$ cat src/rtl/serial_sub_pkg.sv
// rtl/serial_sub_pkg.sv - shared FSM state type and default width for serial_sub
package serial_sub_pkg;

  localparam int DEFAULT_WIDTH = 8;

  typedef enum logic [1:0] {
    IDLE = 2'd0,
    RUN  = 2'd1,
    DONE = 2'd2
  } state_t;

endpackage

$ cat src/rtl/sub_bit_cell.sv
// rtl/sub_bit_cell.sv - one-bit full subtractor cell, purely combinational
module sub_bit_cell (
  input  logic a,
  input  logic b,
  input  logic bin,
  output logic d,
  output logic bout
);

  assign d    = a ^ b ^ bin;
  assign bout = (~a & b) | (~(a ^ b) & bin);

endmodule

$ cat src/rtl/serial_sub.sv
// rtl/serial_sub.sv - bit-serial subtractor, LSB first, one bit per clock
// Define SERIAL_SUB_OVF_EN to add the registered two's-complement overflow output ovf.
module serial_sub
  import serial_sub_pkg::*;
#(
  parameter int WIDTH = DEFAULT_WIDTH
) (
  input  logic             clk,
  input  logic             rst,
  input  logic             start,
  input  logic [WIDTH-1:0] a,
  input  logic [WIDTH-1:0] b,
  output logic             busy,
  output logic             done,
  output logic [WIDTH-1:0] diff,
`ifdef SERIAL_SUB_OVF_EN
  output logic             ovf,
`endif
  output logic             bout
);

  localparam int CW = $clog2(WIDTH + 1);
  localparam logic [CW-1:0] LAST_CNT = CW'(WIDTH - 1);

  state_t           state;
  state_t           state_next;
  logic [WIDTH-1:0] a_sh;
  logic [WIDTH-1:0] b_sh;
  logic [WIDTH-1:0] res_sh;
  logic             bor;
  logic [CW-1:0]    cnt;
  logic             bit_d;
  logic             bit_bor;
  logic             load;
  logic             last;

  sub_bit_cell u_cell (
    .a    (a_sh[0]),
    .b    (b_sh[0]),
    .bin  (bor),
    .d    (bit_d),
    .bout (bit_bor)
  );

  assign load = start && ((state == IDLE) || (state == DONE));
  assign last = (state == RUN) && (cnt == LAST_CNT);

  always_ff @(posedge clk) begin
    if (rst) begin
      state <= IDLE;
    end else begin
      state <= state_next;
    end
  end

  always_comb begin
    state_next = state;
    busy       = 1'b0;
    done       = 1'b0;
    case (state)
      IDLE: begin
        if (start) state_next = RUN;
      end
      RUN: begin
        busy = 1'b1;
        if (cnt == LAST_CNT) state_next = DONE;
      end
      DONE: begin
        done       = 1'b1;
        state_next = start ? RUN : IDLE;
      end
      default: state_next = IDLE;
    endcase
  end

  // On the final bit the operand LSBs hold the original sign bits, so
  // overflow can be judged without keeping extra copies of a and b.
  always_ff @(posedge clk) begin
    if (rst) begin
      a_sh   <= '0;
      b_sh   <= '0;
      res_sh <= '0;
      bor    <= 1'b0;
      cnt    <= '0;
      diff   <= '0;
      bout   <= 1'b0;
`ifdef SERIAL_SUB_OVF_EN
      ovf    <= 1'b0;
`endif
    end else if (load) begin
      a_sh   <= a;
      b_sh   <= b;
      res_sh <= '0;
      bor    <= 1'b0;
      cnt    <= '0;
    end else if (state == RUN) begin
      a_sh   <= a_sh >> 1;
      b_sh   <= b_sh >> 1;
      res_sh <= {bit_d, res_sh[WIDTH-1:1]};
      bor    <= bit_bor;
      cnt    <= cnt + CW'(1);
      if (last) begin
        diff <= {bit_d, res_sh[WIDTH-1:1]};
        bout <= bit_bor;
`ifdef SERIAL_SUB_OVF_EN
        ovf  <= (a_sh[0] != b_sh[0]) && (bit_d != a_sh[0]);
`endif
      end
    end
  end

endmodule

$ cat config.mk
export PLATFORM = sky130hd
export DESIGN_NAME = serial_sub
export DESIGN_NICKNAME = d
export VERILOG_FILES = /design/src/rtl/serial_sub_pkg.sv /design/src/rtl/sub_bit_cell.sv /design/src/rtl/serial_sub.sv
export SDC_FILE = /design/constraint.sdc
export NUM_CORES = 1
export LEC_CHECK = 0
export ABC_CLOCK_PERIOD_IN_PS = 3500
export CAP_MARGIN = 20
export CELL_PAD_IN_SITES_DETAIL_PLACEMENT = 0
export CELL_PAD_IN_SITES_GLOBAL_PLACEMENT = 1
export CORE_MARGIN = 2
export CORE_UTILIZATION = 30
export CTS_CLUSTER_DIAMETER = 150
export DETAILED_ROUTE_END_ITERATION = 8
export PLACE_DENSITY = 0.63
export SYNTH_ARGS = -nofsm -noshare
export SYNTH_HDL_FRONTEND = slang
export SYNTH_HIERARCHICAL = 1
export SYNTH_SLANG_ARGS = --single-unit
$ cat constraint.sdc
create_clock -name clk -period 3.5 [get_ports clk]
set_input_delay 0.35 -clock clk [delete_from_list [all_inputs] [get_ports clk]]
set_output_delay 0.35 -clock clk [all_outputs]
set_load 0.005 [all_outputs]
==> run metrics <==
Place WS=1.02 ns; DR pass1 iterations=4; Clock Root Buffer=clkbuf_8; Crit Path Category=in2reg; Power, Total=0.877 mW; die height=75.9 um; Synth top area share=0.504; drt total wl=3250 um; area of the multi-input gates=689 um^2; CP max FO=23; r2r startpoint=state[0]; vias=1314; setup TNS=0 ns; Setup WS post-layout=1.34 ns; Post-synth EDFFs=0; fill count=522; Yosys top cell by area=dfxtp_1; Reg clk slew, reported paths=0.07 ns; crit path to=cnt[3]; Routability Congestion=0.708; nets=229; fin cells=278; CTS buffer count=5; std cell rows=26; Longest Clk Path Bufs=2; register area=781 um^2; Final Hold Fails=0; status=completed; CP Launch Type=input port; Post-route DRC=0; xor-xnor portion of the synthesized cell area=0.0113; Ys Warns=6; H-Tree Depth=2; switching share of power=0.242; synth top area cells=dfxtp_1 (50%), nand2_1 (11%), mux2i_1 (6.5%), nor3_1 (5.8%), a21oi_1 (4.5%); RSZ-0062 raised after global routing=no; Synth Cell Area=1550 um^2; Synth Flop Type=dfxtp_1; simple-gate share of the synthesized area=0.228; top cells by count, synth=nand2_1 (46), dfxtp_1 (39), nor3_1 (18); antenna cells=0; # IOs=30; PostCTS Resize Cnt=0; Yosys cell types=25; Reg power frac=0.541; Hold Path Class=reg2reg; P_int=0.665 mW; vias in the first global route=1260; WP data required=3.70 ns; die area=5760 um^2; fmax=462 MHz; Synth Area in Adders=0.0210; crit path capture type=flip-flop; share of flip-flops with an asynchronous set or reset=0; worst path arrival time=2.37 ns; Initial Util=0.307; sequential area share after synthesis=0.504; Finished Cell Area=1970 um^2; initial antenna violation count=0; Synth Net Count=203; Setup-failing EPs final=0; clock skew=0.00538 ns; max_slew headroom=0.542; Syn Area/Cell=8.52 um^2; largest family of logic cells by synthesized area=simple AND/OR/NAND/NOR gates; setup bufs post-CTS=0; count leader, synth=nand2_1; Psw=0.213 mW; Port Buffer Count=29; PD cells=445 nW/um^2; Lkg Pwr=0.660 nW; CTS Hold Bufs=0; capturing point of the worst reg2reg path=cnt[3]; clock sink count=39; antenna-violating nets left=0; CTS tree=built; layout cells sized above 1=0.0481; GR Overflow Total=0; global-route wire length before repair=5580 um; Tmin final=2.16 ns; Critical path origin=rst; Worst VDD drop=0.000170 V; Routed WL per cell=11.7 um; max-cap viol count=0; First DRT Iteration DRCs=96; largest net degree at the start of global routing=29; multiplexer share of the synthesized area=0.0646; vias per cell=4.73; Die X=75.9 um; Detail Placement HPWL=2210 um; Final period util=0.618; Core Box Area=5040 um^2; All-Layer GR Usage=0.127; worst hold margin=0.455 ns; Clk network pwr share=0.342; r2r setup slk=1.78 ns; #FFs+latches synth=39; Util after Layout=0.391; actual slew at the worst max-slew pin=0.687 ns; placed insts=271; Compound-Gate Fraction of Synth Area=0.119; instance count of the mapped netlist=182; placed cell area=1880 um^2; Final Max Slew Viols=0; worst r2r path cells=3; Clock Latency Late Sink=0.28 ns; Synth-to-Final Area Change=27.0%; combinational power share=0.117
-- layout make-up --
cell class / count / share of cell area
clock inverters: 1 / 0.00254
repair buffers: 31 / 0.155
multi-input cells: 126 / 0.350
clock buffers: 6 / 0.0419
well taps: 70 / 0.0445
inverters: 5 / 0.00953
flip-flops and latches: 39 / 0.396
-- layer usage --
layer  global-route usage  vias up  part of all wire
met5                    0        -                 0
met4               0.0409        0             0.014
met3               0.0397        6             0.049
met2                0.209       30              0.47
met1                0.159      611              0.47
li1                     -      667                 -
-- layout by cell type (no fill, tap or decap) --
cell,n
a21oi_1,14
a22oi_1,2
a31oi_1,4
and2b_1,2
buf_4,2
clkbuf_8,6
clkdlybuf4s50_1,29
clkinv_1,1
clkinv_2,1
dfxtp_1,39
fa_1,1
ha_1,1
inv_1,4
mux2i_1,10
nand2_1,46
nand2b_1,2
nand3_1,4
nand3b_1,2
nor2_1,3
nor2_4,1
nor3_1,18
o21ai_0,5
o22ai_1,8
or3_1,1
xnor2_1,1
xor2_1,1
-- critical path: stages --
cell and delay, ns:
clkdlybuf4s50_1 0.69, inv_1 0.65, nand2_1 0.44, a21oi_1 0.23
-- cells by family after synthesis --
group,Yosys count
AO/OA/AOI/OAI,33
XOR/XNOR,2
adder cells (fa/ha/maj),2
buffers and inverters,17
flip-flops,39
multiplexers,10
AND/OR/NAND/NOR,79
-- worst min-delay path by stage --
stage          startpoint        end  depth (start not counted)
2_1_floorplan         rst    b_sh[0]                          1
3_3_place_gp      diff[5]    diff[5]                          2
3_5_place_dp    res_sh[1]  res_sh[1]                          2
4_1_cts         res_sh[1]  res_sh[1]                          2
5_1_grt              bout       bout                          2
6_report          diff[7]    diff[7]                          2
-- state kept, by name, summed over array words and instances (netlist names) --
| signal | cells |
|---|---|
| a_sh | 8 |
| b_sh | 8 |
| diff | 8 |
| res_sh | 7 |
| cnt | 4 |
| state | 2 |
| bor | 1 |
| bout | 1 |
-- power by group through the flow --
stage	registers, mW	clock network (mW)	logic (mW)
6_report	0.475	0.300	0.103
5_1_grt	0.477	0.326	0.117
3_3_place_gp	0.484	0	0.102
2_1_floorplan	0.482	0	0.0697
3_5_place_dp	0.485	0	0.104
4_1_cts	0.475	0.308	0.104
No activity file was read; power rests on OpenSTA's default activity.
